`src/rtl/ex_alu_stage.sv`:
```
// Execute-stage ALU feeding a 2-entry skid buffer (main + skid registers).
// The main register drives the outputs; InReady is decoded from registered state only.
module ex_alu_stage #(
   parameter int DATA_WIDTH = 32,
   parameter int RD_WIDTH   = 5
) (
   input  logic                  clk,
   input  logic                  reset_n,
   input  logic                  InValid,
   output logic                  InReady,
   input  logic [3:0]            Operation,
   input  logic [DATA_WIDTH-1:0] SrcA,
   input  logic [DATA_WIDTH-1:0] SrcB,
   input  logic [RD_WIDTH-1:0]   RdIn,
   input  logic                  Flush,
   output logic                  OutValid,
   input  logic                  OutReady,
   output logic [DATA_WIDTH-1:0] ALUResult,
   output logic                  BranchTaken,
   output logic [RD_WIDTH-1:0]   RdOut
);

   localparam int SHW = $clog2(DATA_WIDTH);

   typedef enum logic [1:0] {
      EMPTY = 2'd0,
      ONE   = 2'd1,
      TWO   = 2'd2
   } state_e;

   state_e                state_q, state_d;
   logic [DATA_WIDTH-1:0] main_res_q, main_res_d;
   logic                  main_bt_q, main_bt_d;
   logic [RD_WIDTH-1:0]   main_rd_q, main_rd_d;
   logic [DATA_WIDTH-1:0] skid_res_q, skid_res_d;
   logic                  skid_bt_q, skid_bt_d;
   logic [RD_WIDTH-1:0]   skid_rd_q, skid_rd_d;

   logic [DATA_WIDTH-1:0] alu_res;
   logic                  alu_bt;
   logic [SHW-1:0]        shamt;
   logic                  lt_s;
   logic                  accept;
   logic                  pop;

   assign shamt = SrcB[SHW-1:0];
   assign lt_s  = $signed(SrcA) < $signed(SrcB);

   always_comb begin
      alu_res = '0;
      alu_bt  = 1'b0;
      case (Operation)
         4'b0000: alu_res = SrcA & SrcB;
         4'b0001: alu_res = SrcA | SrcB;
         4'b0010: alu_res = SrcA + SrcB;
         4'b0011: alu_res = SrcA << shamt;
         4'b0100: alu_res = SrcA >> shamt;
         4'b0101: alu_res = SrcA - SrcB;
         4'b0110: alu_res = $unsigned($signed(SrcA) >>> shamt);
         4'b0111,
         4'b1110: alu_res = {{(DATA_WIDTH-1){1'b0}}, lt_s};
         4'b1000: alu_bt  = (SrcA == SrcB);
         4'b1001: alu_bt  = (SrcA != SrcB);
         4'b1010: alu_bt  = lt_s;
         4'b1011: alu_bt  = !lt_s;
         4'b1100: alu_res = SrcA ^ SrcB;
         4'b1101: alu_res = SrcB;
         default: alu_res = '0;
      endcase
      // Branch ops mirror their condition into bit 0 of the result.
      if (Operation[3:2] == 2'b10) begin
         alu_res = {{(DATA_WIDTH-1){1'b0}}, alu_bt};
      end
   end

   assign InReady     = (state_q != TWO);
   assign OutValid    = (state_q != EMPTY);
   assign ALUResult   = main_res_q;
   assign BranchTaken = main_bt_q;
   assign RdOut       = main_rd_q;

   assign accept = InValid && InReady;
   assign pop    = OutValid && OutReady;

   always_comb begin
      state_d    = state_q;
      main_res_d = main_res_q;
      main_bt_d  = main_bt_q;
      main_rd_d  = main_rd_q;
      skid_res_d = skid_res_q;
      skid_bt_d  = skid_bt_q;
      skid_rd_d  = skid_rd_q;
      if (Flush) begin
         state_d = EMPTY;
      end else begin
         case (state_q)
            EMPTY: begin
               if (accept) begin
                  state_d    = ONE;
                  main_res_d = alu_res;
                  main_bt_d  = alu_bt;
                  main_rd_d  = RdIn;
               end
            end
            ONE: begin
               if (accept && pop) begin
                  main_res_d = alu_res;
                  main_bt_d  = alu_bt;
                  main_rd_d  = RdIn;
               end else if (accept) begin
                  state_d    = TWO;
                  skid_res_d = alu_res;
                  skid_bt_d  = alu_bt;
                  skid_rd_d  = RdIn;
               end else if (pop) begin
                  state_d = EMPTY;
               end
            end
            TWO: begin
               if (pop) begin
                  state_d    = ONE;
                  main_res_d = skid_res_q;
                  main_bt_d  = skid_bt_q;
                  main_rd_d  = skid_rd_q;
               end
            end
            default: state_d = EMPTY;
         endcase
      end
   end

   always_ff @(posedge clk or negedge reset_n) begin
      if (!reset_n) begin
         state_q    <= EMPTY;
         main_res_q <= '0;
         main_bt_q  <= 1'b0;
         main_rd_q  <= '0;
         skid_res_q <= '0;
         skid_bt_q  <= 1'b0;
         skid_rd_q  <= '0;
      end else begin
         state_q    <= state_d;
         main_res_q <= main_res_d;
         main_bt_q  <= main_bt_d;
         main_rd_q  <= main_rd_d;
         skid_res_q <= skid_res_d;
         skid_bt_q  <= skid_bt_d;
         skid_rd_q  <= skid_rd_d;
      end
   end

endmodule

```
`config.mk`:
```
export PLATFORM = sky130hd
export DESIGN_NAME = ex_alu_stage
export DESIGN_NICKNAME = d
export VERILOG_FILES = /design/src/rtl/ex_alu_stage.sv
export SDC_FILE = /design/constraint.sdc
export NUM_CORES = 1
export LEC_CHECK = 0
export ABC_AREA = 1
export BUFFER_PORTS_ARGS = -buffer_cell sky130_fd_sc_hd__buf_2
export CAP_MARGIN = 30
export CELL_PAD_IN_SITES_DETAIL_PLACEMENT = 0
export CELL_PAD_IN_SITES_GLOBAL_PLACEMENT = 1
export CORE_MARGIN = 4
export CORE_UTILIZATION = 46
export CTS_CLUSTER_SIZE = 24
export DETAILED_ROUTE_END_ITERATION = 10
export PLACE_DENSITY_LB_ADDON = 0.1
export SYNTH_ARGS = -nofsm -noshare
export SYNTH_HDL_FRONTEND = slang
export SYNTH_SLANG_ARGS = --single-unit
```
`constraint.sdc`:
```
create_clock -name clk -period 3.08 [get_ports clk]
set_input_delay 0.462 -clock clk [delete_from_list [all_inputs] [get_ports clk]]
set_output_delay 0.462 -clock clk [all_outputs]
set_load 0.02 [all_outputs]
```
# Word-level counts from Yosys, hierarchy flattened
# Cells that the tools add are included.
# word_totals
reg_bits	78
latch_bits	0
mem_bits_rw	0
mem_bits_ro	0
input_bits	78
out_inout_bits	40
n_memories	0
# op_classes
addsub	2
multipliers	0
n_div	0
magnitude_cmp	1
eq_ne	27
n_shift	3
muxes	22
n_bitwise	5
reduce_logical	12
# op_table
op	n
$pmux W32 S10	1
$mux W32	4
$pmux W32 S3	1
$add A32 B32 Y32	1
$and A32 B32 Y32	1
$eq A32 B32 Y1	1
$lt A32 B32 Y1	1
$ne A32 B32 Y1	1
$or A32 B32 Y32	1
$shl A32 B5 Y32	1
$shr A32 B5 Y32	1
$sshr A32 B5 Y32	1
$sub A32 B32 Y32	1
$xor A32 B32 Y32	1
$eq A4 B4 Y1 const B	7
$eq A4 B3 Y1 const B	4
$mux W5	3
$pmux W5 S3	1
$mux W2	6
$ne A3 B3 Y1 const B	3
$eq A4 B2 Y1 const B	2
$ne A2 B2 Y1 const B	4
$reduce_and A4 Y1	2
$pmux W2 S3	1
other kinds (16)	22

# Depth between registers and ports, before layout
# logic_depth
word_depth	7
mapped_depth	21
mapped_depth_nobuf	19

# Worst setup path after synthesis
# OpenSTA, ideal clock, no wires.
# synth_timing
kind	input port to flip-flop
startpoint	input SrcB[2]
endpoint	register skid_res_q[24]
setup_ns	0.129
t_arrival_ns	2.557
t_required_ns	2.951
slack_ns	0.394
cell_stages	18
n_path_buf	3
path_cell_list	inv_1 buf_2 buf_1 ha_1 buf_2 inv_1 nand2_1 nand2_1 nand3_1 nand2_1 nand2_1 nand2_1 a21oi_1 or2_2 nand3_1 nand3_1 nand2_1 o21ai_1
# synth_via
elab_chain_len	3
# synth_lines
element	line	text
start, declared	13	input logic [DATA_WIDTH-1:0] SrcB,
$sub A32 B32 Y32 (tied with other cells)	58	4'b0101: alu_res = SrcA - SrcB;
$pmux W32 S10 (*)	52	case (Operation)
$mux W32 (*)	71	if (Operation[3:2] == 2'b10) begin
end signal, assigned	146	skid_res_q <= skid_res_d;
end, declared	35	logic [DATA_WIDTH-1:0] skid_res_q, skid_res_d;
# Every way passes the cells marked *; elsewhere a longest branch is shown, timed or not.
# A chain may end at the register's enable or synchronous reset.

# Worst setup path in the final report
# layout_timing
startpoint	input SrcA[14]
endpoint	register skid_res_q[0]
# layout_via
elab_chain_len	4
# layout_lines
element	line	text
start, declared	12	input logic [DATA_WIDTH-1:0] SrcA,
$lt A32 B32 Y1	47	assign lt_s = $signed(SrcA) < $signed(SrcB);
$logic_not A1 Y1	65	4'b1011: alu_bt = !lt_s;
$pmux W1 S4	52	
$mux W32 (*)	71	
# Marks and branches as above.

==> summary.md <==
| Metric | Value |
|---|---|
| Count of distinct cell types in the synthesized netlist | 47 |
| CTS tree | done |
| Maximum clock rate | 338 MHz |
| Crit Path Category | in -> reg |
| Initial core utilization | 47.0% |
| Share of post-route cells with drive strength above 1 | 11.6% |
| Top-Level Pins | 118 |
| Number of iterations in the first detailed-routing pass | 6 |
| Cell area reported after detailed placement | 14500 sq um |
| Worst clock skew on the final layout | 8.91 ps |
| Yosys synthesis warning count | 0 |
| Sink of the worst hold path | skid_rd_q[3] |
| GRT Overall Usage | 38.1% |
| Number of buffer cells added on primary ports | 117 |
| Number of max-cap violations | 0 |
| Residual antenna-violating net count after detailed routing | 0 |
| Area added between synthesis and finish | 13.3% |
| Startpoint type of the worst setup path | primary input |
| Number of placement rows | 61 |
| Number of design rule violations left after detail routing | 0 |
| H-Tree Level Count | 3 |
| Final Worst Setup Slack | 117 ps |
| 1st-iter DRT viols | 2086 |
| Clock Latency Late Sink | 340 ps |
| Hold WS | 340 ps |
| Cell count after synthesis | 2360 |
| Reg clk slew, reported paths | 70 ps |
| Run status | finished clean |
| Unrepaired setup endpoints after global routing | false |
| Wire per inst | 21.3 um |
| Hpwl dp | 49800 um |
| Share of flip-flops with an asynchronous set or reset after synthesis | 100% |
| Final RePlAce weighted congestion | 1.07 |
| Clock buffers created by TritonCTS | 9 |
| Critical Path Sink Type | flop |
| Crit path required time | 3300 ps |
| Number of enable-type register cells in the synthesized netlist | 0 |
| Buffers inserted by post-CTS timing repair | 0 |
| Number of antenna violations at the first check in global routing | 0 |
| Reg-to-reg startpoint | state_q[0] |
| Die Span X | 177 um |
| Commonest cells after routing, fill and taps aside | 723 x nand2_1, 320 x nand3_1, 238 x inv_1 |
| Die height | 177 um |
| Root buffer selected by CTS | clkbuf_16 |
| Number of global-route vias before repair | 15600 |
| Final TNS setup | 0 ps |
| Cell area after synthesis | 13100 sq um |
| Crit path time final | 2960 ps |
| NumNets Final | 2666 |
| Core region area | 27900 sq um |
| Highest net fanout along the worst path | 9 |
| Ratio of final minimum period to clock period | 96.2% |
| Critical register-to-register path endpoint | skid_rd_q[1] |
| Max-slew headroom | 58.2% |
| Synthesized area per cell | 5.56 sq um |
| Amount of wire on met2 after detailed routing | 25800 um |
| Primary FF master, synth | dfrtp_1 |
| Count of pins over their slew limit | 0 |
| Number of clock sinks | 78 |
| DIE AREA | 31300 sq um |
| Leading cell type in the layout, fill and taps excluded | nand2_1 |
| Aggregate global routing overflow | 0 |
| Final-layout fill cell count | 3064 |
| Number of flip-flops and latches in the synthesized netlist | 78 |
| Arrival @ worst endpoint | 3190 ps |
| Post-synth net total | 2549 |
| Drt total wl | 61000 um |
| Cell Pwr Density | 377 nW/um^2 |
| Pre-CTS worst setup slack | -210 ps |
| Inserted Diodes | 0 |
| Register-to-register path setup slack | 1130 ps |
| Routed length on met3 | 5650 um |
| Detailed-routing wirelength on met1 | 26200 um |
| Peak ir drop on the vdd network | 0.340 mV |
| Maximum number of pins on one net before global-route repair | 79 |
| Worst hold path startpoint | RdIn[3] |
| Static leakage | 0.00801 uW |
| Global-route wire length before repair | 92100 um |
| Final instance area | 14900 sq um |
| Ratio of routed vias to standard cells | 5.90 |
| Hold/Removal Path Class | in -> reg |
| Worst hold stages | 3 |
| Highest routed metal layer | met4 |
| Clock tree buffer depth | 2 |
| Final hold vios | 0 |
| Sequential-to-total area share from yosys stat | 14.9% |
| Vias after detailed routing | 16900 |
| R2r worst-path depth | 6 |
| Transition time at the pin with the least slew margin | 626 ps |
| Setup violations, final | 0 |
## sequential cells by signal, summed over array words and instances, names as in the netlist
name	flops
ALUResult	32
skid_res_q	32
RdOut	5
skid_rd_q	5
state_q	2
BranchTaken	1
skid_bt_q	1
## cell families after synthesis
| group | Yosys count | share of synthesized area [%] |
|---|---|---|
| fa+ha+maj | 111 | 10.7 |
| xor+xnor | 2 | 0.133 |
| simple gates | 1350 | 43.2 |
| buf+inv | 370 | 11.6 |
| flops | 78 | 14.9 |
| compound gates | 449 | 19.5 |
## what timing repair did
| action | in CTS | in global routing |
|---|---|---|
| resized for setup | 0 | 1 |
| setup endpoints to repair | 0 | 2 |
| hold endpoints to repair | 0 | 8 |
| hold buffers | 0 | 1 |
## Yosys cell counts (2+ instances only)
cell        n  area, sq um
o21bai_1    6         45.0
dfrtp_1    78         1950
clkbuf_1   33          124
ha_1      109         1360
o22ai_1    30          188
nor2_2      9         56.3
o21ai_1    42          210
xor2_1      2         17.5
fa_1        2         40.0
or2_2       2         12.5
buf_1      17         63.8
inv_1     239          897
a21oi_2    12          105
a211oi_1    3         22.5
buf_4       3         22.5
nand2_2     5         31.3
a21o_1      4         30.0
nand2_1   723         2710
nor3_1     28          140
o21a_1     17          128
buf_2      55          275
a21oi_1   139          696
buf_6       6         67.6
nor2_1    219          822
nand3_2     2         20.0
inv_2      13         48.8
nand4_1    31          194
o211ai_1   29          218
and2_1      3         18.8
o21ai_0   137          686
nor4_1      4         25.0
a31oi_1    17          106
a221oi_1    8         70.1
nand3_1   320         1600
## metrics by stage
| stage | power [uW] | utilization (%) | instances |
|---|---|---|---|
| after floorplan | 3370 | - | 2360 |
| after global placement | 4370 | 52.0 | 2842 |
| after detailed placement | 4420 | 52.0 | 2842 |
| after CTS | 5560 | 53.1 | 2858 |
| after global routing | 5990 | 53.2 | 2860 |
| final | 5610 | 53.2 | 2860 |
## layout make-up
| class | instances | area [sq um] | share of cell area, % |
|---|---|---|---|
| clock buffer | 9 | 225 | 1.51 |
| clock inverter | 7 | 86.3 | 0.580 |
| inverter | 254 | 955 | 6.42 |
| multi-input combinational | 1912 | 9660 | 64.9 |
| sequential | 78 | 1950 | 13.1 |
| tap | 378 | 473 | 3.18 |
| timing repair buffer | 222 | 1520 | 10.2 |
## power by group
part / switching (uW) / leakage [uW] / internal (uW)
clock network: 488 / 0.000150 / 647
logic: 1950 / 0.00687 / 927
registers: 185 / 0.000990 / 1410
total: 2630 / 0.00801 / 2980
## metal layers
metal,vias up,global-route usage [%]
met1,7744,52.9
met4,0,16.5
li1,8016,-
met5,-,0
met2,945,58.6
met3,156,6.00
## worst max path at each step
stage               slack [ps]             end  cells after the start      from
floorplan                  390  skid_res_q[24]                     18   SrcB[2]
global placement          -200   skid_res_q[0]                     13  SrcA[14]
detailed placement        -210   skid_res_q[0]                     13  SrcA[14]
CTS                        130   skid_res_q[0]                     13  SrcA[14]
global route                10   skid_res_q[0]                     13  SrcA[14]
finish                     120   skid_res_q[0]                     13  SrcA[14]
## critical path, cell delays in order
cell	delay [ps]
buf_2	160
inv_1	100
ha_1	440
nor2_1	240
nand2_1	170
nor2_2	190
nand4_1	350
nor2_1	250
nor2_1	50
a31oi_1	280
nand3_1	230
o21ai_1	170
o21ai_1	80
(Power assumes the default switching activity.)
